## config.mk

```make
export PLATFORM = sky130hd
export DESIGN_NAME = writeback_unit
export DESIGN_NICKNAME = d
export VERILOG_FILES = /design/src/rtl/writeback_unit_pkg.sv /design/src/rtl/writeback_unit_dest_fifo.sv /design/src/rtl/writeback_unit.sv
export SDC_FILE = /design/constraint.sdc
export NUM_CORES = 1
export LEC_CHECK = 0
export BUFFER_PORTS_ARGS = -buffer_cell sky130_fd_sc_hd__buf_2
export CAP_MARGIN = 20
export CELL_PAD_IN_SITES_DETAIL_PLACEMENT = 1
export CELL_PAD_IN_SITES_GLOBAL_PLACEMENT = 2
export CORE_MARGIN = 2
export CORE_UTILIZATION = 33
export DETAILED_ROUTE_END_ITERATION = 6
export GPL_ROUTABILITY_DRIVEN = 0
export PLACE_DENSITY_LB_ADDON = 0.1
export SYNTH_ARGS = -nofsm -noshare
export SYNTH_HDL_FRONTEND = slang
export SYNTH_SLANG_ARGS = --single-unit
```

## constraint.sdc

```tcl
create_clock -name clk -period 3.8 [get_ports clk]
set_input_delay 0.19 -clock clk [delete_from_list [all_inputs] [get_ports clk]]
set_output_delay 0.19 -clock clk [all_outputs]
set_load 0.005 [all_outputs]
```

## src/rtl/writeback_unit_pkg.sv

```systemverilog
// ---------------------------------------------------------------------------
// writeback_unit_pkg
// Shared widths and constants for the write-back stage.
//   XLEN      : data width of ALU results and load data
//   REG_AW    : register-number width
//   DEPTH_DEF : default number of outstanding loads tracked
//   ZERO_REG  : hard-wired zero register; writes to it are dropped
// wb_req_t is one candidate write to the register bank.
// ---------------------------------------------------------------------------
package writeback_unit_pkg;
  localparam int XLEN      = 32;
  localparam int REG_AW    = 5;
  localparam int DEPTH_DEF = 4;
  localparam logic [REG_AW-1:0] ZERO_REG = '0;

  typedef struct packed {
    logic              valid;
    logic [REG_AW-1:0] dest;
    logic [XLEN-1:0]   data;
  } wb_req_t;
endpackage

```

## src/rtl/writeback_unit_dest_fifo.sv

```systemverilog
// ---------------------------------------------------------------------------
// dest_fifo
// In-order FIFO of load destination registers.
//   clk, reset       : clock, synchronous active-low reset
//   i_push, i_push_data : record a destination (ignored when full)
//   i_pop            : drop the head entry (ignored when empty)
//   o_head           : destination at the head
//   o_full, o_empty  : occupancy flags from the registered count
//   o_ent_valid      : one bit per storage slot, set if the slot is live
//   o_ent_data       : all slots flattened, slot i at [i*REG_AW +: REG_AW]
// ---------------------------------------------------------------------------
module dest_fifo
  import writeback_unit_pkg::*;
#(
  parameter int DEPTH = DEPTH_DEF
) (
  input  logic                    clk,
  input  logic                    reset,
  input  logic                    i_push,
  input  logic [REG_AW-1:0]       i_push_data,
  input  logic                    i_pop,
  output logic [REG_AW-1:0]       o_head,
  output logic                    o_full,
  output logic                    o_empty,
  output logic [DEPTH-1:0]        o_ent_valid,
  output logic [DEPTH*REG_AW-1:0] o_ent_data
);
  localparam int PW = $clog2(DEPTH);

  logic [PW-1:0]     r_wr_ptr;
  logic [PW-1:0]     r_rd_ptr;
  logic [PW:0]       r_count;
  logic [REG_AW-1:0] r_mem [DEPTH];

  logic w_push;
  logic w_pop;

  assign o_full  = (r_count == (PW+1)'(DEPTH));
  assign o_empty = (r_count == '0);
  assign w_push  = i_push & ~o_full;
  assign w_pop   = i_pop & ~o_empty;
  assign o_head  = r_mem[r_rd_ptr];

  always_ff @(posedge clk) begin
    if (!reset) begin
      r_wr_ptr <= '0;
      r_rd_ptr <= '0;
      r_count  <= '0;
    end else begin
      if (w_push) r_wr_ptr <= r_wr_ptr + 1'b1;
      if (w_pop)  r_rd_ptr <= r_rd_ptr + 1'b1;
      case ({w_push, w_pop})
        2'b10:   r_count <= r_count + 1'b1;
        2'b01:   r_count <= r_count - 1'b1;
        default: r_count <= r_count;
      endcase
    end
  end

  // Storage needs no reset: liveness comes from the pointers and count.
  always_ff @(posedge clk) begin
    if (w_push) r_mem[r_wr_ptr] <= i_push_data;
  end

  // A slot is live when its distance from the read pointer (mod DEPTH)
  // is below the count; this also covers the full case.
  for (genvar gi = 0; gi < DEPTH; gi++) begin : g_ent
    logic [PW-1:0] w_off;
    assign w_off                              = PW'(gi) - r_rd_ptr;
    assign o_ent_valid[gi]                    = ({1'b0, w_off} < r_count);
    assign o_ent_data[gi*REG_AW +: REG_AW]    = r_mem[gi];
  end
endmodule

```

## src/rtl/writeback_unit.sv

```systemverilog
// ---------------------------------------------------------------------------
// writeback_unit
// Merges ALU results and in-order load responses onto the single register
// bank write port, with a one-entry hold register for responses that lose
// arbitration, a pending scoreboard driving the load-use stall, and a sticky
// protocol-error flag.
//   clk, reset            : clock, synchronous active-low reset
//   alu_valid/dest/data   : ALU result (never back-pressured)
//   ld_req/ld_dest        : load issue; recorded when ld_ready
//   ld_ready              : destination FIFO not full
//   mem_valid/mem_data    : load response; taken when mem_ready
//   mem_ready             : hold register empty
//   src_a, src_b, stall   : decode sources and load-use stall
//   RegEscr/EscrReg/DatoEscr : registered bank write port
//   err                   : sticky protocol error
// Handshake: a load is recorded on an edge where ld_req && ld_ready; a
// response is consumed on an edge where mem_valid && mem_ready and the FIFO
// is non-empty. ld_ready/mem_ready depend only on registered state.
// ---------------------------------------------------------------------------
module writeback_unit
  import writeback_unit_pkg::*;
#(
  parameter int DEPTH = DEPTH_DEF
) (
  input  logic              clk,
  input  logic              reset,
  input  logic              alu_valid,
  input  logic [REG_AW-1:0] alu_dest,
  input  logic [XLEN-1:0]   alu_data,
  input  logic              ld_req,
  input  logic [REG_AW-1:0] ld_dest,
  output logic              ld_ready,
  input  logic              mem_valid,
  input  logic [XLEN-1:0]   mem_data,
  output logic              mem_ready,
  input  logic [REG_AW-1:0] src_a,
  input  logic [REG_AW-1:0] src_b,
  output logic              stall,
  output logic [REG_AW-1:0] RegEscr,
  output logic              EscrReg,
  output logic [XLEN-1:0]   DatoEscr,
  output logic              err
);
  logic                    w_fifo_full;
  logic                    w_fifo_empty;
  logic [REG_AW-1:0]       w_head;
  logic [DEPTH-1:0]        w_ent_valid;
  logic [DEPTH*REG_AW-1:0] w_ent_data;

  logic                    w_push;
  logic                    w_accept;
  logic [31:0]             w_pending;
  wb_req_t                 w_win;
  logic                    w_to_hold;
  logic                    w_wen;
  logic                    w_err_evt;

  wb_req_t                 r_hold;

  dest_fifo #(.DEPTH(DEPTH)) u_dest_fifo (
    .clk         (clk),
    .reset       (reset),
    .i_push      (w_push),
    .i_push_data (ld_dest),
    .i_pop       (w_accept),
    .o_head      (w_head),
    .o_full      (w_fifo_full),
    .o_empty     (w_fifo_empty),
    .o_ent_valid (w_ent_valid),
    .o_ent_data  (w_ent_data)
  );

  assign ld_ready  = ~w_fifo_full;
  assign mem_ready = ~r_hold.valid;
  assign w_push    = ld_req & ld_ready;
  // A response with nothing outstanding is flagged and otherwise dropped.
  assign w_accept  = mem_valid & mem_ready & ~w_fifo_empty;

  // Pending set: every live FIFO destination plus the held one, minus r0.
  always_comb begin
    w_pending = '0;
    for (int i = 0; i < DEPTH; i++) begin
      if (w_ent_valid[i]) w_pending[w_ent_data[i*REG_AW +: REG_AW]] = 1'b1;
    end
    if (r_hold.valid) w_pending[r_hold.dest] = 1'b1;
    w_pending[0] = 1'b0;
  end

  assign stall = w_pending[src_a] | w_pending[src_b];

  // Priority: ALU, then hold, then the fresh response. Hold and a fresh
  // response never compete, since accepting requires an empty hold.
  always_comb begin
    w_win     = '0;
    w_to_hold = 1'b0;
    if (alu_valid) begin
      w_win     = '{valid: 1'b1, dest: alu_dest, data: alu_data};
      w_to_hold = w_accept;
    end else if (r_hold.valid) begin
      w_win = r_hold;
    end else if (w_accept) begin
      w_win = '{valid: 1'b1, dest: w_head, data: mem_data};
    end
  end

  assign w_wen     = w_win.valid & (w_win.dest != ZERO_REG);
  assign w_err_evt = (mem_valid & w_fifo_empty) | (alu_valid & w_pending[alu_dest]);

  always_ff @(posedge clk) begin
    if (!reset) begin
      r_hold   <= '0;
      RegEscr  <= '0;
      EscrReg  <= 1'b0;
      DatoEscr <= '0;
      err      <= 1'b0;
    end else begin
      if (w_to_hold) begin
        r_hold <= '{valid: 1'b1, dest: w_head, data: mem_data};
      end else if (!alu_valid && r_hold.valid) begin
        r_hold.valid <= 1'b0;
      end
      EscrReg  <= w_wen;
      RegEscr  <= w_wen ? w_win.dest : ZERO_REG;
      DatoEscr <= w_wen ? w_win.data : '0;
      err      <= err | w_err_evt;
    end
  end
endmodule

```

# Yosys cells after proc, flatten, opt, wreduce, memory -nomap -nowiden
# Memories as Yosys holds them, arrays and structs flattened. A register that Yosys moved wholly into a read port is not among the register bits.
# Index checks and enable logic that the tools add are counted.
# word_totals
n_memories	1
romBits	0
ramBits	20
word_cells	101
latch_bits	0
ff_bits	84
# classes
bitwise	18
muxes	32
eq_ne	3
shift	0
reduce_logical	12
magnitude_cmp	17
mul	0
div	0
add_sub_neg	8
# memory_table
memory	depth	word_bits	read_ports	rd_ports_with_merged_regs	write_ports	line	text
u_dest_fifo.r_mem	4	5	5	1	1	writeback_unit_dest_fifo.sv:33	logic [REG_AW-1:0] r_mem [DEPTH];
# ops
op	count
$mux 32	5
$or 32x32->32	4
$mux 38	3
$lt 5x6->1 const B	8
$demux 1 s5	5
$ge 5x1->1 const B	5
$bmux 1 s5	3
$mux 1	13
$lt 2x3->1	4
$and 1x1->1	8
$logic_and 1x1->1	6
$pmux 3 s2	1
$reduce_bool 5->1	1
$add 2x1->2 const B	2
$mux 2	2
$reduce_bool 2->1	2
$sub 1x2->2 const A	2
$sub 2x2->2 const A	2
$add 3x1->3 const B	1
$eq 3x3->1 const B	1
$logic_not 3->1	1
$not 1->1	3
$or 1x1->1	3
$sub 3x1->3 const B	1
other kinds (4)	4

# Depth between registers and ports, before layout
# An unclocked memory read counts as a cell.
# logic_depth
word_depth	19
ltp_mapped	11

# By module
# Synthesis repeated with hierarchy kept, for this count alone.
# hier_totals
cells_unflattened	820
area_unflattened_um2	6653.9
# by_module_without_submodules
mod	seq_area_each_um2	area_each_um2	n_inst	cells_per_inst
writeback_unit	1541.5	5287.6	1	722
dest_fifo	780.7	1366.3	1	98

# Worst setup path before layout
# Ideal clock, no wire load.
# synth_path
path_type	register to output
from	reg u_dest_fifo.r_rd_ptr[0]
to	out stall
path_stages_with_launch	11
setup_slack_ns	0.623
t_arrival_ns	2.987
required_time_ns	3.610
cell_sequence	dfxtp_1 -> xnor2_1 -> inv_1 -> ha_1 -> and2b_2 -> a2111oi_4 -> a22oi_1 -> and3_2 -> mux4_2 -> o2111a_1 -> o32ai_1
# synth_between
elab_chain_len	14
word_cells_on_any_way	22
cone_classes	add/sub (4); order compare (4); mux (9); bitwise (5)
# synth_rtl
item	line	text
start, declared	writeback_unit_dest_fifo.sv:31	logic [PW-1:0] r_rd_ptr;
start signal, assigned	writeback_unit_dest_fifo.sv:51	if (w_pop) r_rd_ptr <= r_rd_ptr + 1'b1;
$sub 1x2->2	writeback_unit_dest_fifo.sv:69	assign w_off = PW'(gi) - r_rd_ptr;
$lt 2x3->1	writeback_unit_dest_fifo.sv:70	assign o_ent_valid[gi] = ({1'b0, w_off} < r_count);
$mux 32	writeback_unit.sv:83	if (w_ent_valid[i]) w_pending[w_ent_data[i*REG_AW +: REG_AW]] = 1'b1;
$or 32x32->32 (no line)	--	
$mux 32	writeback_unit.sv:83	
$or 32x32->32 (no line)	--	
$mux 32	writeback_unit.sv:83	
$or 32x32->32 (no line)	--	
$mux 32 *	writeback_unit.sv:83	
$or 32x32->32 (no line)	--	
$mux 32 *	writeback_unit.sv:85	if (r_hold.valid) w_pending[r_hold.dest] = 1'b1;
$bmux 1 s5	writeback_unit.sv:89	assign stall = w_pending[src_a] | w_pending[src_b];
$mux 1 (implied by the code)	writeback_unit.sv:89	
$or 1x1->1 *	writeback_unit.sv:89	
end, declared	writeback_unit.sv:38	output logic stall,
# Mark *: on every way between the ends. The rest lies on a longest branch, timed or not. The select of a mux whose other input is x is not followed.

# Final worst setup path
# layout_path
from	reg u_dest_fifo.r_rd_ptr[1]
to	out stall
# The elaborated chain is that of the path after synthesis.

==> impl_metrics.toml <==
[place]
portBuffers = 130
dpl_cell_area_mm2 = 0.00782
hpwl_um = 20300
pre_cts_ws_ns = 0.214

[final_layout]
drive_above_1_share_pct = 23.5
insertedDiodeCount = 0
final_area_mm2 = 0.00829
fin_nets = 1061
fillers = 2559
syn_to_final_growth_pct = 18.9
multiInputGateArea_mm2 = 0.00436
seq_area_mm2 = 0.00232

[floorplan]
die_height_um = 149
fp-row-count = 53
io_pins = 131
die_width_um = 149
initial_core_util_pct = 33.4
die_area_mm2 = 0.0223
design.core.area_mm2 = 0.0209

[detailed_routing]
wl_met3_um = 1170
postRouteAntennaNets = 0
dr_wl_met2_um = 13000
dr_total_vias = 7247
viasPerCell = 5.83
drcViolationCount = 0
dr.max_layer_used = "met5"
drt-total-wl_um = 26400
wl_per_cell_um = 21.2
drt_iter0_drc = 411
firstDrtPassIters = 5
met1_length_um = 10800

[cts]
clkLatencyLatePin_ns = 0.36
root_buffer = "clkbuf_16"
cts_buffers = 9
htree_levels = 3
clock-sinks = 106
max-clock-path-buffers = 2
path_clk_slew_ns = 0.07
cts_tree = "yes"

[setup_path]
slowest_stage = "a22oi_1"
end_kind = "output port"
path_cells = "xnor2_2 -> ha_1 -> nor2b_2 -> a2111oi_4 -> buf_4 -> a22oi_1 -> nand2_1 -> mux2_2 -> or3_1 -> a311oi_1 -> o32ai_1 -> buf_2"
cp.required_ns = 3.61
arrival_ns = 3.45
crit_type = "reg2out"
max_stage_delay_ns = 0.44
r2r_slack_ns = 0.72
worstSetupStartpointType = "flip-flop"
cp_max_fo = 7

[grt]
grt_pass1_vias = 7427
grt.total_usage_pct = 23.6
grt_pass1_wl_um = 41000
grt_max_degree = 64
grt_antenna_before_repair = 2
overflow = 0

[timing]
relSlewSlack_pct = 48.4
fin_ws_ns = 0.159
fin_skew_ns = 0.00738
finalHoldViolCount = 0
hold_slack_ns = 0.0573
period_minus_slack_ns = 3.64
finalCritPeriodShare_pct = 95.8
finalSetupViolCount = 0
maxSlewViolCount = 0
worst_pin_slew_ns = 0.773
clock.fmax_ghz = 0.275

[yosys]
post_synth.cell_area_avg_um2 = 8.17
synth_area_leaders = "dfxtp_1 (25%), a22oi_1 (9.4%), edfxtp_1 (8.6%)"
netlist_instances = 853
synthArstFlopShare_pct = 0
synth-edff-count = 20
synth_cell_types = 81
ys_seq_area_share_pct = 33.3
synth_top_cell_area_share_pct = 24.7
yosysTopAreaCell = "dfxtp_1"
yosysMostFrequentCell = "nand2_1"
synth_area_mm2 = 0.00697
ys_warn_count = 0
synth-seq-cells = 106
synth_common_cells = "nand2_1 (135), nor2_1 (102), a22oi_1 (87)"
syn_nets = 952
synthFlopType = "dfxtp_1"

[pwr]
p_total_mw = 4.34
peakVddDrop_v = 0.000209
powerDensity_mw_per_mm2 = 523
leakagePower_nw = 3.15

[flow_run]
drv_cap = 0

[worst_hold_path]
min_path_type = "in2reg"

[run_status]
status = "finished clean"
==> power breakdown <==
part | total [mW] | internal [mW] | leakage (nW) | switching [mW]
registers | 1.45 | 1.30 | 0.884 | 0.156
logic | 1.94 | 0.753 | 2.12 | 1.18
clock network | 0.949 | 0.516 | 0.144 | 0.434
total | 4.34 | 2.56 | 3.15 | 1.77
==> path summary, 6_finish.rpt <==
check	start	to	depth (start not counted)
worst max-delay path	u_dest_fifo.r_rd_ptr[1]	stall	12
worst min-delay path	ld_dest[4]	u_dest_fifo.r_mem[1][4]	1
worst max register to register	u_dest_fifo.r_rd_ptr[1]	err	12
worst min register to register	r_hold[24]	r_hold[24]	2
==> cell type report <==
cell class / instances / share of cell area, %
multi-input cells: 661 / 52.6
flip-flops and latches: 106 / 28.0
repair buffers: 159 / 10.5
well taps: 275 / 4.15
clock buffers: 9 / 2.72
inverters: 25 / 1.13
clock inverters: 7 / 0.921
==> state kept, by name, indices dropped and copies added (netlist names), named ones only <==
name and flops:
DatoEscr 32, r_hold 38, RegEscr 5, u_dest_fifo.r_rd_ptr 2
err 1, u_dest_fifo.r_count 3, u_dest_fifo.r_wr_ptr 2, u_dest_fifo.r_mem 20
EscrReg 1
==> logic make-up (layout without fill, tap and decap cells) <==
family / Yosys count / count (layout) / synth area share, %
xor gates and xnor gates: 6 / 6 / 0.754
buffers and inverters: 86 / 200 / 5.28
DFF: 106 / 106 / 33.3
AOI/OAI and AO/OA: 267 / 267 / 30.2
adders and majority gates: 10 / 10 / 1.90
and+or+nand+nor: 366 / 366 / 25.7
muxes: 12 / 12 / 2.84
==> layer usage <==
layer | global-route usage, % | up-vias
li1 | - | 3364
met1 | 27.7 | 3554
met2 | 41.1 | 245
met3 | 3.70 | 80
met4 | 12.7 | 4
met5 | 0 | -
==> worst max-delay path: cells and delay by family, from the launching register on <==
kind,cells,cell delay (ns)
AND/OR/NAND/NOR,3,0.81
flip-flops,1,0.36
adder cells (fa/ha/maj),1,0.17
AO/OA/AOI/OAI,4,0.98
XOR/XNOR,1,0.18
multiplexers,1,0.27
buffers and inverters,2,0.32
==> placed cells by master, fill, tap and decap left out, types with 10 or more instances in the layout <==
cell type / n
inv_1: 23
o21ai_0: 11
nor3_1: 10
nand2_1: 135
a22oi_1: 87
a21oi_1: 46
a2111oi_4: 10
o211ai_1: 13
nor2_1: 101
a221oi_1: 10
dfxtp_1: 85
buf_2: 130
a21boi_0: 40
nand4_1: 13
nand3_1: 26
edfxtp_1: 20
buf_4: 29
nor3b_1: 14
and3_1: 14
==> repair_timing <==
action	in CTS	in global routing
setup endpoints to repair	1	1
hold endpoints to repair	0	0
gates resized for setup	6	9
pin swaps	2	10
setup buffers	0	12
hold buffers	0	0
==> through the flow <==
stage          TNS [ns]  instances  utilization, %
3_3_place_gp          0       1214            37.4
6_report              0       1242            39.7
5_1_grt        -0.00386       1242            39.7
4_1_cts               0       1230            39.1
3_5_place_dp          0       1214            37.4
2_1_floorplan         0        853               -
Note: power is estimated with default switching activity, not from simulation.
